==> config.mk <==
export PLATFORM = sky130hd
export DESIGN_NAME = seq_alu
export DESIGN_NICKNAME = d
export VERILOG_FILES = /design/src/rtl/seq_alu.sv
export SDC_FILE = /design/constraint.sdc
export NUM_CORES = 1
export LEC_CHECK = 0
export CELL_PAD_IN_SITES_DETAIL_PLACEMENT = 1
export CELL_PAD_IN_SITES_GLOBAL_PLACEMENT = 2
export CORE_ASPECT_RATIO = 0.9
export CORE_UTILIZATION = 35
export DETAILED_ROUTE_END_ITERATION = 6
export HOLD_SLACK_MARGIN = 0.05
export MAX_ROUTING_LAYER = met4
export PLACE_DENSITY = 0.84
export SKIP_CTS_REPAIR_TIMING = 1
export SKIP_LAST_GASP = 1
export SLEW_MARGIN = 20
export SYNTH_ARGS = -nofsm -noshare
export SYNTH_HDL_FRONTEND = slang
export SYNTH_SLANG_ARGS = --single-unit
==> constraint.sdc <==
create_clock -name clk -period 11.7 [get_ports clk]
set_input_delay 1.755 -clock clk [delete_from_list [all_inputs] [get_ports clk]]
set_output_delay 1.755 -clock clk [all_outputs]
set_load 0.01 [all_outputs]
==> src/rtl/seq_alu.sv <==
// rtl/seq_alu.sv - clocked ALU with start/done handshake, iterative multiply and optional divide
// SEQ_ALU_DIV_EN enables the restoring divider for opcode 14; otherwise opcode 14 is illegal.
module seq_alu #(
   parameter int WIDTH = 32
) (
   input  logic             clk,
   input  logic             reset,
   input  logic             start,
   input  logic [3:0]       operation,
   input  logic             sign,
   input  logic [WIDTH-1:0] A,
   input  logic [WIDTH-1:0] B,
   output logic             busy,
   output logic             done,
   output logic [WIDTH-1:0] respuesta,
   output logic [WIDTH-1:0] outHigh,
   output logic             Z,
   output logic             N,
   output logic             C,
   output logic             V,
   output logic             err
);
   localparam int SHW = $clog2(WIDTH);

   typedef enum logic [1:0] {IDLE, RUN, FIN} state_t;
   state_t state, state_nxt;

   logic [WIDTH-1:0] a_q, b_q, hi_q, lo_q, mc_q;
   logic [3:0]       op_q;
   logic             sign_q;
   logic [SHW-1:0]   cnt_q;
   logic             accept, iter_req;

   assign accept = (state == IDLE) && start && !busy;
`ifdef SEQ_ALU_DIV_EN
   assign iter_req = (operation == 4'd13) || ((operation == 4'd14) && (B != '0));
`else
   assign iter_req = (operation == 4'd13);
`endif

   always_ff @(posedge clk) begin
      if (reset) state <= IDLE;
      else       state <= state_nxt;
   end

   always_comb begin
      state_nxt = state;
      case (state)
         IDLE:    if (accept) state_nxt = iter_req ? RUN : FIN;
         RUN:     if (cnt_q == SHW'(WIDTH-1)) state_nxt = FIN;
         FIN:     state_nxt = IDLE;
         default: state_nxt = IDLE;
      endcase
   end

   // Iteration datapath: {hi_q, lo_q} is the shift-add product / remainder-quotient pair.
   logic [WIDTH:0] mul_sum;
   assign mul_sum = {1'b0, hi_q} + (lo_q[0] ? {1'b0, mc_q} : '0);
`ifdef SEQ_ALU_DIV_EN
   logic [WIDTH:0] div_sh, div_df;
   assign div_sh = {hi_q, lo_q[WIDTH-1]};
   assign div_df = div_sh - {1'b0, mc_q};
`endif

   logic             neg_a, neg_b;
   logic [SHW-1:0]   amt;
   logic [WIDTH:0]   sll_w, srl_w, sum_w, dif_w;
   logic signed [WIDTH:0] sra_w;
   logic [2*WIDTH-1:0] prod_w;
   assign neg_a  = sign_q & a_q[WIDTH-1];
   assign neg_b  = sign_q & b_q[WIDTH-1];
   assign amt    = b_q[SHW-1:0];
   assign sll_w  = {1'b0, a_q} << amt;
   assign srl_w  = {a_q, 1'b0} >> amt;
   assign sra_w  = $signed({a_q, 1'b0}) >>> amt;
   assign sum_w  = {1'b0, a_q} + {1'b0, b_q};
   assign dif_w  = {1'b0, a_q} - {1'b0, b_q};
   assign prod_w = (neg_a ^ neg_b) ? -{hi_q, lo_q} : {hi_q, lo_q};

   logic [WIDTH-1:0] f_res, f_hi;
   logic             f_c, f_v, f_err;

   always_comb begin
      f_res = '0;
      f_hi  = '0;
      f_c   = 1'b0;
      f_v   = 1'b0;
      f_err = 1'b0;
      case (op_q)
         4'd0:  f_res = a_q;
         4'd1:  f_res = b_q;
         4'd2:  f_res = a_q & b_q;
         4'd3:  f_res = a_q | b_q;
         4'd4:  f_res = a_q ^ b_q;
         4'd5:  f_res = ~(a_q | b_q);
         4'd6:  f_res = ~a_q;
         4'd7:  begin f_res = sll_w[WIDTH-1:0]; f_c = (amt != '0) & sll_w[WIDTH]; end
         4'd8:  begin f_res = srl_w[WIDTH:1];   f_c = (amt != '0) & srl_w[0];     end
         4'd9:  begin f_res = sra_w[WIDTH:1];   f_c = (amt != '0) & sra_w[0];     end
         4'd10: f_res = {a_q[WIDTH/2-1:0], {(WIDTH/2){1'b0}}};
         4'd11: begin
            f_res = sum_w[WIDTH-1:0];
            f_c   = sum_w[WIDTH];
            f_v   = sign_q ? ((a_q[WIDTH-1] == b_q[WIDTH-1]) && (sum_w[WIDTH-1] != a_q[WIDTH-1]))
                           : sum_w[WIDTH];
         end
         4'd12: begin
            f_res = dif_w[WIDTH-1:0];
            f_c   = ~dif_w[WIDTH];
            f_v   = sign_q ? ((a_q[WIDTH-1] != b_q[WIDTH-1]) && (dif_w[WIDTH-1] != a_q[WIDTH-1]))
                           : dif_w[WIDTH];
         end
         4'd13: begin
            f_res = prod_w[WIDTH-1:0];
            f_hi  = prod_w[2*WIDTH-1:WIDTH];
            f_v   = sign_q ? (f_hi != {WIDTH{f_res[WIDTH-1]}}) : (f_hi != '0);
         end
`ifdef SEQ_ALU_DIV_EN
         4'd14: begin
            if (b_q == '0) begin
               f_err = 1'b1;
               f_res = '1;
               f_hi  = a_q;
            end else begin
               f_res = (neg_a ^ neg_b) ? -lo_q : lo_q;
               f_hi  = neg_a ? -hi_q : hi_q;
               // Only MIN / -1 overflows; the magnitude quotient already equals MIN.
               f_v   = sign_q && (a_q == {1'b1, {(WIDTH-1){1'b0}}}) && (b_q == '1);
            end
         end
`endif
         default: f_err = 1'b1;
      endcase
   end

   logic illegal;
`ifdef SEQ_ALU_DIV_EN
   assign illegal = (op_q == 4'd15);
`else
   assign illegal = (op_q == 4'd15) || (op_q == 4'd14);
`endif

   always_ff @(posedge clk) begin
      if (reset) begin
         a_q <= '0; b_q <= '0; hi_q <= '0; lo_q <= '0; mc_q <= '0;
         op_q <= '0; sign_q <= 1'b0; cnt_q <= '0;
         busy <= 1'b0; done <= 1'b0;
         respuesta <= '0; outHigh <= '0;
         Z <= 1'b0; N <= 1'b0; C <= 1'b0; V <= 1'b0; err <= 1'b0;
      end else begin
         done <= 1'b0;
         case (state)
            IDLE: begin
               busy <= accept;
               if (accept) begin
                  a_q    <= A;
                  b_q    <= B;
                  op_q   <= operation;
                  sign_q <= sign;
                  cnt_q  <= '0;
                  hi_q   <= '0;
                  lo_q   <= (sign & A[WIDTH-1]) ? -A : A;
                  mc_q   <= (sign & B[WIDTH-1]) ? -B : B;
               end
            end
            RUN: begin
               cnt_q <= cnt_q + 1'b1;
`ifdef SEQ_ALU_DIV_EN
               if (op_q == 4'd14) begin
                  if (!div_df[WIDTH]) begin
                     hi_q <= div_df[WIDTH-1:0];
                     lo_q <= {lo_q[WIDTH-2:0], 1'b1};
                  end else begin
                     hi_q <= div_sh[WIDTH-1:0];
                     lo_q <= {lo_q[WIDTH-2:0], 1'b0};
                  end
               end else
`endif
               begin
                  hi_q <= mul_sum[WIDTH:1];
                  lo_q <= {mul_sum[0], lo_q[WIDTH-1:1]};
               end
            end
            FIN: begin
               done      <= 1'b1;
               respuesta <= f_res;
               outHigh   <= f_hi;
               Z         <= !illegal && (f_res == '0);
               N         <= !illegal && f_res[WIDTH-1];
               C         <= f_c;
               V         <= f_v;
               err       <= f_err;
            end
            default: ;
         endcase
      end
   end
endmodule

== Word-level counts from Yosys, hierarchy flattened ==
Index checks and enable logic that the tools add are counted.

* Register bits after elaboration: 243
* Input bits: 72
* Output and inout bits: 71
* Word-level logic and storage cells: 110

* Add/subtract/negate cells: 7
* Eq/ne operators: 26
* Shifts and indexed selects: 3
* Muxes and demuxes: 23
* Bitwise operators: 14
* Reductions and logical operators: 19

{| class="wikitable"
|+ Operators with widths
! kind !! number
|-
| case mux 32 bit (14 select lines) || 1
|-
| two-way mux 32 bit || 6
|-
| case mux 32 bit (2 select lines) || 2
|-
| adder 32 x 32 -> 33 bit || 2
|-
| two-way mux 64 bit || 1
|-
| negation 32 bit || 2
|-
| negation 64 bit || 1
|-
| NOT 32 bit || 2
|-
| equality test 4 bit, second input constant || 9
|-
| << shifter 32 x 5 -> 33 bit || 1
|-
| right shift 33 x 5 -> 33 bit || 1
|-
| >>> shifter 33 x 5 -> 33 bit || 1
|-
| subtractor 32 x 32 -> 33 bit || 1
|-
| bitwise AND 32 bit || 1
|-
| logical NOT 32 bit || 1
|-
| inequality test 32 bit || 1
|-
| OR 32 bit || 1
|-
| nonzero test 32 bit || 1
|-
| XOR 32 bit || 1
|-
| equality test 4 x 3 -> 1 bit, second input constant || 4
|-
| OR reduction 14 bit || 1
|-
| case mux 5 bit (2 select lines) || 1
|-
| equality test 4 x 2 -> 1 bit, second input constant || 2
|-
| bitwise AND 1 bit || 7
|-
| 24 further kinds || 41
|}

== Longest topological paths before layout ==
* Depth in word-level cells: 6
* Depth in mapped cells: 20
* Gate-level depth less buffers: 16

== Worst setup path after synthesis ==
No wires, ideal clock.

* Path type: reg-to-reg
* Start point: register, netlist name b_q[0]
* End point: register hi_q[29]
* Arrival time: 4.883 ns
* Slack: 6.700 ns
* Cell stages (with the launch flop): 21
* Buffers on the path: 4
* Clock period less this slack: 5.000 ns
* Path through: dfxtp_1 buf_2 inv_2 buf_1 buf_1 clkbuf_1 nor2_1 ha_1 fa_1 a21o_1 a21o_1 a211oi_1 nor3_1 o311ai_0 a21boi_0 a211oi_1 nor4bb_1 or3_1 a21oi_1 nand2b_1 a32o_1

{| class="wikitable"
|+ RTL lines
! what !! RTL line !! text
|-
| end signal, assigned || 180 || <nowiki>hi_q <= mul_sum[WIDTH:1];</nowiki>
|-
| end, declared || 28 || <nowiki>logic [WIDTH-1:0] a_q, b_q, hi_q, lo_q, mc_q;</nowiki>
|}

== Worst setup path after layout ==
* Start point: register b_q[1]
* End point: register Z

* Word-level cells in the longest chain between the ends: 5
* Elaborated cells on any way between the ends: 12
* Classes of those cells: add/sub (2); shift (3); mux (1); bitwise (4); reduce/logical (2)

{| class="wikitable"
|+ Ends and longest elaborated chain
! what !! RTL line !! text
|-
| start, declared || 28 ||
|-
| start signal, assigned || 145 || <nowiki>a_q <= '0; b_q <= '0; hi_q <= '0; lo_q <= '0; mc_q <= '0;</nowiki>
|-
| start signal, assigned || 157 || <nowiki>b_q <= B;</nowiki>
|-
| parallel branches: the longest is 2 deep, another holds subtractor 32 x 32 -> 33 bit || n/a ||
|-
| case mux 32 bit (14 select lines) (*) || 89 || <nowiki>case (op_q)</nowiki>
|-
| logical NOT 32 bit (*) || 188 || <nowiki>Z <= !illegal && (f_res == '0);</nowiki>
|-
| logical AND 1 bit (*) || 188 ||
|-
| end signal, assigned || 188 ||
|-
| end, declared || 17 || <nowiki>output logic Z,</nowiki>
|}

Every way passes the cells marked *.
A chain may end at the register's enable or synchronous reset.

==> results.md <==
- The critical path launch point type is a flip-flop.
- The flow ran to the end, and the final reports show no timing, DRC or antenna violations.
- Walking the worst path, the cells encountered are buf_4, inv_1, ha_1, a211oi_1, nor3_1, nor4_1, nor4_1, o2111ai_1, a21o_1, nor2_1, o311ai_0, nand2b_1, nor4_1, a21o_1.
- The via count of the first global-routing pass is between 20000 and 30000.
- In this run, synthesis inferred 0 flip-flops with an integrated enable.
- A synthesized cell averages between 7 and 8 um^2.
- The first detailed-routing pass ran for 6 iterations.
- Buffers placed on the I/O ports in this run total about 140.
- Together, buffers and inverters on the worst path number 2.
- The routed wire length is 136.7 mm.
- For the pin with the worst max-slew slack, the measured transition is between 1 and 1.5 ns.
- The synthesis-to-layout area growth is 12.40%.
- The die covers approximately 73000 um^2.
- The area of the mapped netlist is roughly 25000 um^2.
- The total vias in the final route is 28960.
- In this run the core area contains 92 standard-cell rows.
- When the netlist entered floorplanning its net count stood at 3670.
- By area the synthesized netlist is led by dfxtp_1 (19%), ha_1 (6.9%), a21oi_1 (6.7%), nand2_1 (6.4%), mux4_2 (5.7%).
- The congestion estimate from routability-driven global placement came to between 1 and 1.5.
- Entering global routing, the biggest net connects between 80 and 90 pins.
- The clock period could shrink to just under 6 ns.
- The share of flip-flops with an asynchronous set or reset after synthesis is 0%.
- The post-CTS clock slew at the launch and capture registers of the worst setup and hold paths is 0.06 ns.
- The post-route netlist has roughly 7.8% of its cells at a drive strength greater than 1.
- The post-DP HPWL is between 100 and 150 mm.
- Setup repair after global routing left no endpoint under its margin.
- The critical-path cell with the highest stage delay is dfxtp_4.
- The proportion of synthesized chip area in sequential cells is between 15 and 20%.
- For this run, the post-layout net count is between 3000 and 4000.
- After the flow finishes, the layout carries non-filler instances totaling roughly 4400.
- The total negative setup slack is 0 ns.
- The share of the synthesized area in the top cell type is between 10% and 20%.
- Once detail routing completed, the nets flagged for antenna violations numbered 0.
- The number of buffers inserted during clock tree synthesis is 29.
- The area of the core is just over 70000 um^2.
- The floorplan step set the die height to about 260 um.
- The total clock sinks is about 240.
- The final setup skew is between 0.03 and 0.04 ns.
- The number of synthesized register bits is about 240.
- The biggest cell delay along the critical path is roughly 0.97 ns.
- In this run the count of I/O pins placed on the die edge is 143.
- The maximum number of buffers from clock root to sink is 3.
- In this run the worst path has a maximum fanout of 64.
- The data required time of the critical path is between 10 and 15 ns.
- CTS placed an instance of clkbuf_16 at the clock tree root.
- The portion of the clock cycle consumed by the worst path in the final layout is 50.48%.
- In this run the tightest slew margin relative to its limit is a little over a fifth.
- Dividing total power by cell area gives a power density of around 110 nW/um^2.
- In this run, the number of DRC markers left after iteration 0 of detailed routing was 3706.
- The yosys synthesis warning count is 0.
- The leading cell type by number of instances after synthesis is nand2_1.
- The type of element capturing the critical path is a flip-flop.
- Including well taps, the total number of placed cells is between 4000 and 5000.
- The number of endpoints with negative hold slack in the final report is 0.
- Grouping stages by cell kind, the critical path spends the most delay in compound AO/OA/AOI/OAI gates.
- The cell type with the largest total area after synthesis is dfxtp_1.
- Setup violations remaining at the end of the flow were counted as 0.
- The number of H-tree levels is 1.
- The initial antenna violation count is 3.
- Across the run, the number of max-cap violations was 0.
- The average detailed-routed wire length per instance is 31.15 um.
- For this design the static power due to leakage is ~0.010 uW.
- In the routed layout, each cell is associated on average with a via count of ~6.6.
- The residual overflow from global routing is 0.
- The final routed DRC violation total is 0.
- The first global-routing pass estimated between 150 and 200 mm of wire.
- The dominant register cell in the synthesized netlist is dfxtp_1.
- Once the floorplan was initialized, standard cells occupied between 30% and 40% of the core.
- The worst min-delay path class is flip-flop to flip-flop.
- The data arrival time of the worst path is around 6.5 ns.
- The commonest cells after synthesis are nand2_1 (428), a21oi_1 (338), nor2_1 (303).
- Counting distinct cell types in the post-synthesis netlist gives 85.
- The final-report max-slew violation count is 0.
- The die is 284.6 um wide.
- The maximum ir drop on the vdd rail is just under 0.1 mV.
- Global routing used approximately 37% of the available tracks.
- The cell seen most often among critical-path stages is nor4_1.
- For this run, the top clock speed supported by timing is 169.3 MHz.
- The clock tree from TritonCTS is built.
- The synthesized instance count is roughly 3500.
- Fill cells in the final layout number roughly 8700.
- The critical path in this run is classified as flip-flop to flip-flop.
- The clock reaches the later pin of the worst-skew pair after 0.62 ns.
[report_power, final]
part           switching (uW)  internal, uW  total (uW)
Clock                     402           531         933
Combinational             763           377        1140
Sequential               97.9           868         966
Total                    1260          1780        3040
[area by class of cell]
cell class / count / area (um^2) / area share, %
multi-input combinational: 2797 / 18750 / 66.33
sequential: 242 / 4863 / 17.21
timing repair buffer: 225 / 2046 / 7.237
tap: 940 / 1176 / 4.161
clock buffer: 46 / 870.8 / 3.081
inverter: 128 / 480.5 / 1.700
clock inverter: 7 / 75.07 / 0.2656
antenna: 2 / 5.005 / 0.01771
[sequential cells by signal, summed over array words and instances, names as in the netlist]
| name | cells |
|---|---|
| a_q | 32 |
| b_q | 32 |
| hi_q | 32 |
| lo_q | 32 |
| outHigh | 32 |
| respuesta | 32 |
| mc_q | 31 |
| cnt_q | 5 |
| op_q | 4 |
| state | 2 |
| C | 1 |
| N | 1 |
| V | 1 |
| Z | 1 |
| busy | 1 |
| done | 1 |
| err | 1 |
| sign_q | 1 |
[metal layers]
layer	global-route usage (%)	vias up	wire, um
met5	-	-	0
met4	12.57	0	5475
met3	8.861	221	15430
met2	49.36	1579	53770
met1	53.93	14490	61990
li1	-	12660	-
[placed cells by master, fill, tap and decap left out, types with 92 or more instances in the layout]
| cell type | synthesis | layout |
|---|---|---|
| nand2_1 | 428 | 428 |
| a21oi_1 | 338 | 338 |
| nor2_1 | 303 | 299 |
| dfxtp_1 | 242 | 235 |
| o21ai_0 | 153 | 152 |
| clkdlybuf4s50_1 | 0 | 141 |
| ha_1 | 139 | 139 |
| inv_1 | 120 | 120 |
| nor3_1 | 95 | 93 |
| nand3_1 | 92 | 92 |
[path summary, 6_finish.rpt]
kind                                    start            end  slack [ns]  cells past startpoint
worst max register to register         b_q[1]              Z        5.79                     14
worst min register to register  respuesta[17]  respuesta[17]        0.45                      2
worst max-delay path                   b_q[1]              Z        5.79                     14
worst min-delay path            respuesta[17]  respuesta[17]        0.45                      2
[tightest hold or removal path: stages, from the launching register on]
cell,delay [ns]
dfxtp_1,0.32
nand2_1,0.04
o21ai_0,0.05
[per-stage QoR]
step	util (%)	total power, uW	cell area, um^2	setup WS (ns)	hold WS [ns]
floorplan	-	1631	25150	6.700	0.4273
detailed placement	38.69	2068	27300	5.903	0.4410
global placement	38.69	2060	27300	5.972	0.4341
CTS	40.03	3004	28250	5.892	0.4520
finish	40.06	3038	28270	5.794	0.4472
global route	40.06	3142	28270	5.325	0.4651
[logic make-up after synthesis]
| group | share of synthesized area, % |
|---|---|
| fa+ha+maj | 7.155 |
| buf+inv | 6.428 |
| mux | 9.583 |
| compound gates | 28.40 |
| xor+xnor | 5.259 |
| simple gates | 23.91 |
| flops | 19.26 |
No activity file was read; power rests on OpenSTA's default activity.
